File: config.mk
export PLATFORM = sky130hd
export DESIGN_NAME = alu_arbiter_flat
export DESIGN_NICKNAME = d
export VERILOG_FILES = /design/src/rtl/alu_arbiter_if.sv /design/src/rtl/alu_arbiter.sv /design/src/flat_wrapper.sv
export SDC_FILE = /design/constraint.sdc
export NUM_CORES = 1
export LEC_CHECK = 0
export ABC_AREA = 1
export BUFFER_PORTS_ARGS = -buffer_cell sky130_fd_sc_hd__buf_2
export CAP_MARGIN = 20
export CORE_UTILIZATION = 25
export DETAILED_ROUTE_END_ITERATION = 16
export GPL_TIMING_DRIVEN = 0
export REMOVE_ABC_BUFFERS = 1
export SYNTH_ARGS = -nofsm -noshare
export SYNTH_HDL_FRONTEND = slang
export SYNTH_SLANG_ARGS = --single-unit
File: constraint.sdc
create_clock -name clk -period 2.8 [get_ports clk]
set_clock_uncertainty 0.05 [all_clocks]
set_input_delay 0.28 -clock clk [delete_from_list [all_inputs] [get_ports clk]]
set_output_delay 0.28 -clock clk [all_outputs]
set_load 0.005 [all_outputs]
File: src/rtl/alu_arbiter_if.sv
// alu_arbiter_if: requester, ALU and response signals of the ALU arbiter.
// slave is the arbiter side; master is the requesters/ALU/consumer side.
interface alu_arbiter_if #(
  parameter int WIDTH = 32
);
  logic             req0_valid;
  logic             req0_ready;
  logic [3:0]       req0_op;
  logic [WIDTH-1:0] req0_a;
  logic [WIDTH-1:0] req0_b;
  logic             req1_valid;
  logic             req1_ready;
  logic [3:0]       req1_op;
  logic [WIDTH-1:0] req1_a;
  logic [WIDTH-1:0] req1_b;
  logic [WIDTH-1:0] alu_data1;
  logic [WIDTH-1:0] alu_data2;
  logic [3:0]       alu_control;
  logic [WIDTH-1:0] alu_result;
  logic             alu_carry;
  logic             alu_zero;
  logic             rsp_valid;
  logic             rsp_ready;
  logic             rsp_id;
  logic [WIDTH-1:0] rsp_result;
  logic             rsp_carry;
  logic             rsp_zero;
  logic             rsp_err;

  modport slave (
    input  req0_valid, req0_op, req0_a, req0_b,
    input  req1_valid, req1_op, req1_a, req1_b,
    input  alu_result, alu_carry, alu_zero,
    input  rsp_ready,
    output req0_ready, req1_ready,
    output alu_data1, alu_data2, alu_control,
    output rsp_valid, rsp_id, rsp_result,
    output rsp_carry, rsp_zero, rsp_err
  );

  modport master (
    output req0_valid, req0_op, req0_a, req0_b,
    output req1_valid, req1_op, req1_a, req1_b,
    output alu_result, alu_carry, alu_zero,
    output rsp_ready,
    input  req0_ready, req1_ready,
    input  alu_data1, alu_data2, alu_control,
    input  rsp_valid, rsp_id, rsp_result,
    input  rsp_carry, rsp_zero, rsp_err
  );
endinterface

File: src/rtl/alu_arbiter.sv
// alu_arbiter: round-robin sharing of one ALU by two requesters.
// Holds operands for the op latency and returns an id-tagged response.
module alu_arbiter #(
  parameter int MUL_LAT = 4,
  parameter int WIDTH   = 32
) (
  input logic          clk,
  input logic          reset,
  alu_arbiter_if.slave bus
);
  typedef enum logic [1:0] {
    IDLE,
    EXEC,
    RESP
  } state_e;

  localparam logic [3:0] OP_ADD  = 4'b0000;
  localparam logic [3:0] OP_SUB  = 4'b0001;
  localparam logic [3:0] OP_MUL  = 4'b0010;
  localparam logic [3:0] MUL_CNT = 4'(MUL_LAT - 1);

  state_e           state_q, state_d;
  logic             prio_q, prio_d;
  logic [3:0]       cnt_q, cnt_d;
  logic             id_q, id_d;
  logic             ill_q, ill_d;
  logic [WIDTH-1:0] d1_q, d1_d;
  logic [WIDTH-1:0] d2_q, d2_d;
  logic [3:0]       ctl_q, ctl_d;
  logic             vld_q, vld_d;
  logic [WIDTH-1:0] res_q, res_d;
  logic             carry_q, carry_d;
  logic             zero_q, zero_d;
  logic             err_q, err_d;

  logic             grant;
  logic             rdy0;
  logic             rdy1;
  logic [3:0]       op_sel;
  logic             is_mul;
  logic             is_legal;

  // Arbitration: a lone requester wins, prio breaks a tie.
  always_comb begin
    grant    = bus.req1_valid & (~bus.req0_valid | prio_q);
    rdy0     = (state_q == IDLE) & bus.req0_valid & ~grant;
    rdy1     = (state_q == IDLE) & bus.req1_valid & grant;
    op_sel   = grant ? bus.req1_op : bus.req0_op;
    is_mul   = 1'b0;
    is_legal = 1'b0;
    unique case (1'b1)
      (op_sel == OP_ADD),
      (op_sel == OP_SUB): is_legal = 1'b1;
      (op_sel == OP_MUL): begin
        is_legal = 1'b1;
        is_mul   = 1'b1;
      end
      default: ;
    endcase
  end

  // FSM next state: accept in IDLE, count in EXEC, hold in RESP.
  always_comb begin
    state_d = state_q;
    prio_d  = prio_q;
    cnt_d   = cnt_q;
    id_d    = id_q;
    ill_d   = ill_q;
    d1_d    = d1_q;
    d2_d    = d2_q;
    ctl_d   = ctl_q;
    vld_d   = vld_q;
    res_d   = res_q;
    carry_d = carry_q;
    zero_d  = zero_q;
    err_d   = err_q;
    unique case (state_q)
      IDLE: begin
        if (rdy0 | rdy1) begin
          d1_d    = grant ? bus.req1_a : bus.req0_a;
          d2_d    = grant ? bus.req1_b : bus.req0_b;
          ctl_d   = op_sel;
          id_d    = grant;
          prio_d  = ~grant;
          cnt_d   = is_mul ? MUL_CNT : 4'd0;
          ill_d   = ~is_legal;
          state_d = EXEC;
        end
      end
      EXEC: begin
        if (cnt_q != 4'd0) begin
          cnt_d = cnt_q - 4'd1;
        end else begin
          res_d   = ill_q ? '0 : bus.alu_result;
          carry_d = ~ill_q & bus.alu_carry;
          zero_d  = ~ill_q & bus.alu_zero;
          err_d   = ill_q;
          vld_d   = 1'b1;
          state_d = RESP;
        end
      end
      RESP: begin
        if (bus.rsp_ready) begin
          vld_d   = 1'b0;
          state_d = IDLE;
        end
      end
      default: state_d = IDLE;
    endcase
  end

  // State registers; reset drops any op in flight.
  always_ff @(posedge clk or negedge reset) begin
    if (!reset) begin
      state_q <= IDLE;
      prio_q  <= 1'b0;
      cnt_q   <= '0;
      id_q    <= 1'b0;
      ill_q   <= 1'b0;
      d1_q    <= '0;
      d2_q    <= '0;
      ctl_q   <= '0;
      vld_q   <= 1'b0;
      res_q   <= '0;
      carry_q <= 1'b0;
      zero_q  <= 1'b0;
      err_q   <= 1'b0;
    end else begin
      state_q <= state_d;
      prio_q  <= prio_d;
      cnt_q   <= cnt_d;
      id_q    <= id_d;
      ill_q   <= ill_d;
      d1_q    <= d1_d;
      d2_q    <= d2_d;
      ctl_q   <= ctl_d;
      vld_q   <= vld_d;
      res_q   <= res_d;
      carry_q <= carry_d;
      zero_q  <= zero_d;
      err_q   <= err_d;
    end
  end

  assign bus.req0_ready  = rdy0;
  assign bus.req1_ready  = rdy1;
  assign bus.alu_data1   = d1_q;
  assign bus.alu_data2   = d2_q;
  assign bus.alu_control = ctl_q;
  assign bus.rsp_valid   = vld_q;
  assign bus.rsp_id      = id_q;
  assign bus.rsp_result  = res_q;
  assign bus.rsp_carry   = carry_q;
  assign bus.rsp_zero    = zero_q;
  assign bus.rsp_err     = err_q;
endmodule

File: src/flat_wrapper.sv
// flat-port wrapper written by rule: the top's interface ports become plain ports
module alu_arbiter_flat 
#(
  parameter int MUL_LAT = 4,
  parameter int WIDTH   = 32
)
  (clk, reset, bus_req0_valid, bus_req0_op, bus_req0_a, bus_req0_b, bus_req1_valid, bus_req1_op, bus_req1_a, bus_req1_b, bus_alu_result, bus_alu_carry, bus_alu_zero, bus_rsp_ready, bus_req0_ready, bus_req1_ready, bus_alu_data1, bus_alu_data2, bus_alu_control, bus_rsp_valid, bus_rsp_id, bus_rsp_result, bus_rsp_carry, bus_rsp_zero, bus_rsp_err);
  alu_arbiter_if #(.WIDTH(WIDTH)) bus_i ();
  input logic clk;
  input logic reset;
  input wire logic [$bits(bus_i.req0_valid)-1:0] bus_req0_valid;
  input wire logic [$bits(bus_i.req0_op)-1:0] bus_req0_op;
  input wire logic [$bits(bus_i.req0_a)-1:0] bus_req0_a;
  input wire logic [$bits(bus_i.req0_b)-1:0] bus_req0_b;
  input wire logic [$bits(bus_i.req1_valid)-1:0] bus_req1_valid;
  input wire logic [$bits(bus_i.req1_op)-1:0] bus_req1_op;
  input wire logic [$bits(bus_i.req1_a)-1:0] bus_req1_a;
  input wire logic [$bits(bus_i.req1_b)-1:0] bus_req1_b;
  input wire logic [$bits(bus_i.alu_result)-1:0] bus_alu_result;
  input wire logic [$bits(bus_i.alu_carry)-1:0] bus_alu_carry;
  input wire logic [$bits(bus_i.alu_zero)-1:0] bus_alu_zero;
  input wire logic [$bits(bus_i.rsp_ready)-1:0] bus_rsp_ready;
  output wire logic [$bits(bus_i.req0_ready)-1:0] bus_req0_ready;
  output wire logic [$bits(bus_i.req1_ready)-1:0] bus_req1_ready;
  output wire logic [$bits(bus_i.alu_data1)-1:0] bus_alu_data1;
  output wire logic [$bits(bus_i.alu_data2)-1:0] bus_alu_data2;
  output wire logic [$bits(bus_i.alu_control)-1:0] bus_alu_control;
  output wire logic [$bits(bus_i.rsp_valid)-1:0] bus_rsp_valid;
  output wire logic [$bits(bus_i.rsp_id)-1:0] bus_rsp_id;
  output wire logic [$bits(bus_i.rsp_result)-1:0] bus_rsp_result;
  output wire logic [$bits(bus_i.rsp_carry)-1:0] bus_rsp_carry;
  output wire logic [$bits(bus_i.rsp_zero)-1:0] bus_rsp_zero;
  output wire logic [$bits(bus_i.rsp_err)-1:0] bus_rsp_err;
  assign bus_i.req0_valid = bus_req0_valid;
  assign bus_i.req0_op = bus_req0_op;
  assign bus_i.req0_a = bus_req0_a;
  assign bus_i.req0_b = bus_req0_b;
  assign bus_i.req1_valid = bus_req1_valid;
  assign bus_i.req1_op = bus_req1_op;
  assign bus_i.req1_a = bus_req1_a;
  assign bus_i.req1_b = bus_req1_b;
  assign bus_i.alu_result = bus_alu_result;
  assign bus_i.alu_carry = bus_alu_carry;
  assign bus_i.alu_zero = bus_alu_zero;
  assign bus_i.rsp_ready = bus_rsp_ready;
  assign bus_req0_ready = bus_i.req0_ready;
  assign bus_req1_ready = bus_i.req1_ready;
  assign bus_alu_data1 = bus_i.alu_data1;
  assign bus_alu_data2 = bus_i.alu_data2;
  assign bus_alu_control = bus_i.alu_control;
  assign bus_rsp_valid = bus_i.rsp_valid;
  assign bus_rsp_id = bus_i.rsp_id;
  assign bus_rsp_result = bus_i.rsp_result;
  assign bus_rsp_carry = bus_i.rsp_carry;
  assign bus_rsp_zero = bus_i.rsp_zero;
  assign bus_rsp_err = bus_i.rsp_err;
  alu_arbiter #(.MUL_LAT(MUL_LAT), .WIDTH(WIDTH)) u_core (.clk(clk), .reset(reset), .bus(bus_i));
endmodule
Word-level counts from Yosys, hierarchy flattened
Cells that the tools add are included.
{"block": "classes", "reduce_logical": 11, "bitwise": 14, "eq_ne": 8, "n_addsub": 1, "mux": 17}
{"op": "$mux W32", "n": 3}
{"op": "$mux W4", "n": 3}
{"op": "$reduce_and A3 Y1", "n": 3}
{"op": "$mux W2", "n": 4}
{"op": "$pmux W4 S2", "n": 1}
{"op": "$and A1 B1 Y1", "n": 7}
{"op": "$ne A2 B2 Y1 const B", "n": 3}
{"op": "$pmux W2 S3", "n": 1}
{"op": "$not A1 Y1", "n": 5}
{"op": "$eq A4 B1 Y1 const B", "n": 1}
{"op": "$eq A4 B2 Y1 const B", "n": 1}
{"op": "$logic_not A4 Y1", "n": 1}
{"op": "$mux W1", "n": 4}
{"op": "$reduce_and A2 Y1", "n": 2}
{"op": "$reduce_bool A2 Y1", "n": 2}
{"op": "$reduce_bool A4 Y1", "n": 1}
{"op": "$sub A4 B1 Y4 const B", "n": 1}
{"op": "$reduce_or A3 Y1", "n": 1}
{"op": "$eq A2 B1 Y1 const B", "n": 1}
{"op": "$eq A2 B2 Y1 const B", "n": 1}
{"op": "$logic_not A2 Y1", "n": 1}
{"op": "$ne A2 B1 Y1 const B", "n": 1}
{"op": "$or A1 B1 Y1", "n": 2}
{"op": "$pmux W1 S2", "n": 1}
{"block": "word_totals", "wordCells": 64, "register_bits": 113, "input_bits": 175, "out_inout_bits": 107}

Longest topological paths before layout
{"block": "logic_depth", "word_depth": 9, "mapped_depth": 10, "ltp_nobuf": 9}

Worst setup path before layout
No wires, ideal clock.
{"block": "synth_timing", "path_type": "register -> register", "from": "reg u_core.cnt_q[0]", "to": "reg u_core.carry_q, in the netlist u_core.bus.rsp_carry", "path_buffers": 1, "path_stages_with_launch": 8, "slack_ps": 1334, "t_arrival_ps": 1296, "path_cell_list": "dfrtp_1 inv_1 ha_1 nand3_1 nor2_2 inv_2 buf_6 a22o_1"}
{"block": "synth_between", "elab_chain_len": 3}
{"element": "start: declaration", "line_no": "alu_arbiter.sv:24", "source": "logic [3:0] cnt_q, cnt_d;"}
{"element": "start signal: assignment", "line_no": "alu_arbiter.sv:131", "source": "cnt_q <= cnt_d;"}
{"element": "$reduce_bool A4 Y1", "line_no": "alu_arbiter.sv:91", "source": "if (cnt_q != 4'd0) begin"}
{"element": "$not A1 Y1 (no line)"}
{"element": "$reduce_and A2 Y1 (no line)"}
{"element": "end signal: assignment", "line_no": "alu_arbiter.sv:139", "source": "carry_q <= carry_d;"}
{"element": "end: declaration", "line_no": "alu_arbiter.sv:32", "source": "logic carry_q, carry_d;"}
No other way between the ends.
A chain may end at the register's enable or synchronous reset.

Final worst setup path
{"block": "layout_timing", "from": "reg u_core.prio_q", "to": "out bus_req1_ready"}
{"block": "layout_between", "elab_chain_len": 3}
{"element": "start: declaration", "line_no": "alu_arbiter.sv:23", "source": "logic prio_q, prio_d;"}
{"element": "start signal: assignment", "line_no": "alu_arbiter.sv:130", "source": "prio_q <= prio_d;"}
{"element": "$or A1 B1 Y1", "line_no": "alu_arbiter.sv:45", "source": "grant = bus.req1_valid & (~bus.req0_valid | prio_q);"}
{"element": "$and A1 B1 Y1", "line_no": "alu_arbiter.sv:45"}
{"element": "$and A1 B1 Y1", "line_no": "alu_arbiter.sv:47", "source": "rdy1 = (state_q == IDLE) & bus.req1_valid & grant;"}
{"element": "end: declaration", "line_no": "flat_wrapper.sv:24", "source": "output wire logic [$bits(bus_i.req1_ready)-1:0] bus_req1_ready;"}
No other way between the ends.

==> flow_summary_export.csv <==
group,metric,value,unit
finish,layout_commonest_cell,"buf_2",
worst_setup_path,worstSetupPathType,"flop to output pin",
power,power.density_cell_area,1119,nW/um^2
grt,antenna_found_initial,0,
worst_setup_path,critPathMaxFanout,43,
clock_tree,clk_latency,0.40,ns
finish,drive_gt1_share,40.54,%
finish,layout_common_cells,"buf_2, nand2_1, dfrtp_1",
worst_setup_path,cp.arrival,2.15,ns
logic_synthesis,syn_inst,516,
grt,grt_pass1_wl,22930,um
flow_run,cap_violations,0,
logic_synthesis,yosys_register_bits,113,
route,drt_iter0_markers,244,
clock_tree,clk_path_buf_depth,2,
clock_tree,htreeDepth,4,
route,via_per_inst,4.337,
floorplanning,die_area,19570,um^2
sta,min_period,2.478,ns
clock_tree,ctsResizeCount,0,
hold_path,min_path_cells,2,
logic_synthesis,yosys_warnings,0,
sta,setup_slack,0.3221,ns
power,peakVddDrop,0.3605,mV
route,ant_nets,0,
route,num_vias,4523,
grt,first_global_vias,4339,
placement,dpl_cell_area,6382,um^2
finish,antenna_cells,0,
logic_synthesis,ys_types,21,
worst_setup_path,crit_required,2.47,ns
worst_setup_path,worstSetupStartpointType,"flop",
clock_tree,cts_made_buffers,17,
placement,post-place-ws,0.2899,ns
finish,nFillCells,1935,
finish,stdcell_count,1043,
sta,setup_viol,0,
finish,fin_area,6969,um^2
sta,slew_violations,0,
placement,dp.final_hpwl,10200,um
finish,area_delta_synth_final,46.62,%
sta,final.setup.tns,0,ns
hold_path,hold_start,"bus_rsp_ready",
floorplanning,io-pin-count,282,
status,outcome,"finished clean",
floorplanning,fp.dieW,139.9,um
sta,fmax,403.6,MHz
placement,routabilityCongestion,0.7876,
route,drc,0,
sta,hold_violations,0,
grt,grt_max_degree,59,
route,wl_per_cell,13.96,um
worst_setup_path,critPathCaptureType,"output pin",
floorplanning,core,18640,um^2
logic_synthesis,avgSynthCellArea,9.212,um^2
sta,whs,0.02516,ns
placement,numPortBuffers,281,
worst_setup_path,r2r_end,"u_core.bus.alu_data2[21]",
hold_path,whs_endpoint,"u_core.state_q[1]",
power,p_leak,3.811,nW
logic_synthesis,synth_area,4753,um^2
placement,dp_cells,1009,
route,dr.pass1.iters,4,
worst_setup_path,reg2reg_setup_slack,0.66,ns
sta,tightest_slew,0.8515,ns
sta,rsz0062_at_grt,"false",
logic_synthesis,ys_seq_area_share,59.49,%
worst_setup_path,worstReg2RegStart,"u_core.state_q[1]",
floorplanning,start_util,25.50,%
grt,grt.total_usage,15.09,%
clock_tree,cts-root-buf,"clkbuf_16",
route,drt-total-wl,14560,um
hold_path,hold_path.class,"input port to flop",
clock_tree,clk_pin_slew_worst_paths,0.06,ns
clock_tree,clkSinkCount,113,
floorplanning,dieHeight,139.9,um
worst_setup_path,r2r_cells,6,
sta,period_share,88.50,%
sta,maxSlewHeadroom,43.17,%
grt,grt-ovfl-total,0,
clock_tree,cts_tree,"built",
finish,fin_nets,973,
floorplanning,rows,50,
## routing by layer
layer  vias to the layer above  part of all wire (%)  track usage, %
li1                       2245                     -               -
met1                      2112                    45           19.53
met2                       156                    49           24.79
met3                        10                   5.4           3.761
met4                         0                  0.99           4.627
met5                         -                     0               0
## through the flow
stage	util (%)	power, mW
floorplan	-	4.304
detailed placement	34.23	5.748
finish	37.38	7.797
CTS	37.34	7.903
global placement	33.56	5.610
global route	37.38	8.411
## where the power goes
part,leakage (nW),switching [mW],internal (mW),total (mW)
sequential,1.41,0.363,2.38,2.75
combinational,2.13,1.64,1.33,2.97
clock,0.273,0.756,1.32,2.08
total,3.81,2.76,5.03,7.80
## worst max-delay path by stage
stage,cells past startpoint,to,startpoint
final,8,bus_req1_ready,u_core.prio_q
after global routing,8,bus_req1_ready,u_core.prio_q
after CTS,6,bus_req0_ready,u_core.state_q[1]
after detailed placement,6,bus_req0_ready,u_core.state_q[1]
after global placement,4,bus_req0_ready,u_core.state_q[1]
after floorplan,4,u_core.prio_q,u_core.state_q[1]
## worst max-delay path, cell delays in order, from the launching register on
cell and delay, ns:
dfrtp_1 0.32, inv_1 0.05, nand2_1 0.14, nand2_2 0.12
inv_2 0.14, nand2_1 0.10, inv_2 0.41, buf_12 0.28
buf_2 0.15
## flip-flops by register name, indices dropped and copies added (netlist names), 2 cells and up
signal,flops
u_core.bus.alu_control,4
u_core.bus.alu_data1,32
u_core.bus.alu_data2,32
u_core.bus.rsp_result,32
u_core.cnt_q,4
u_core.state_q,2
## cells by family after synthesis
group / after synthesis / share of synthesized area [%]
simple gates: 316 / 27.35
fa+ha+maj: 1 / 0.2632
compound gates: 43 / 7.502
flops: 113 / 59.49
buf+inv: 43 / 5.396
## cells in the mapped netlist, drive strengths merged
master / number / area share [%]
nor2: 14 / 1.4
dfrtp: 113 / 59
nor3: 2 / 0.21
o21bai: 1 / 0.16
a22o: 34 / 6.3
ha: 1 / 0.26
o21ai: 4 / 0.66
nand3: 73 / 7.7
inv: 16 / 1.3
buf: 21 / 3.7
and2: 1 / 0.13
a21oi: 4 / 0.42
clkbuf: 6 / 0.47
nand2: 226 / 18
## what timing repair did
action	4_1_cts	5_1_grt
endpoints found under the setup margin	1	1
pin swaps	1	1
cloned	1	0
hold buffers	1	0
endpoints found under the hold margin	55	0
buffers inserted	0	1
## final cells by class
cell class | count | area [um^2] | area share, %
well taps | 234 | 292.8 | 4.201
multi-input cells | 361 | 1680 | 24.11
clock inverters | 10 | 112.6 | 1.616
clock buffers | 21 | 450.4 | 6.463
inverters | 16 | 60.06 | 0.8618
flip-flops and latches | 113 | 2828 | 40.57
repair buffers | 288 | 1545 | 22.17
No activity file was read; power rests on OpenSTA's default activity.
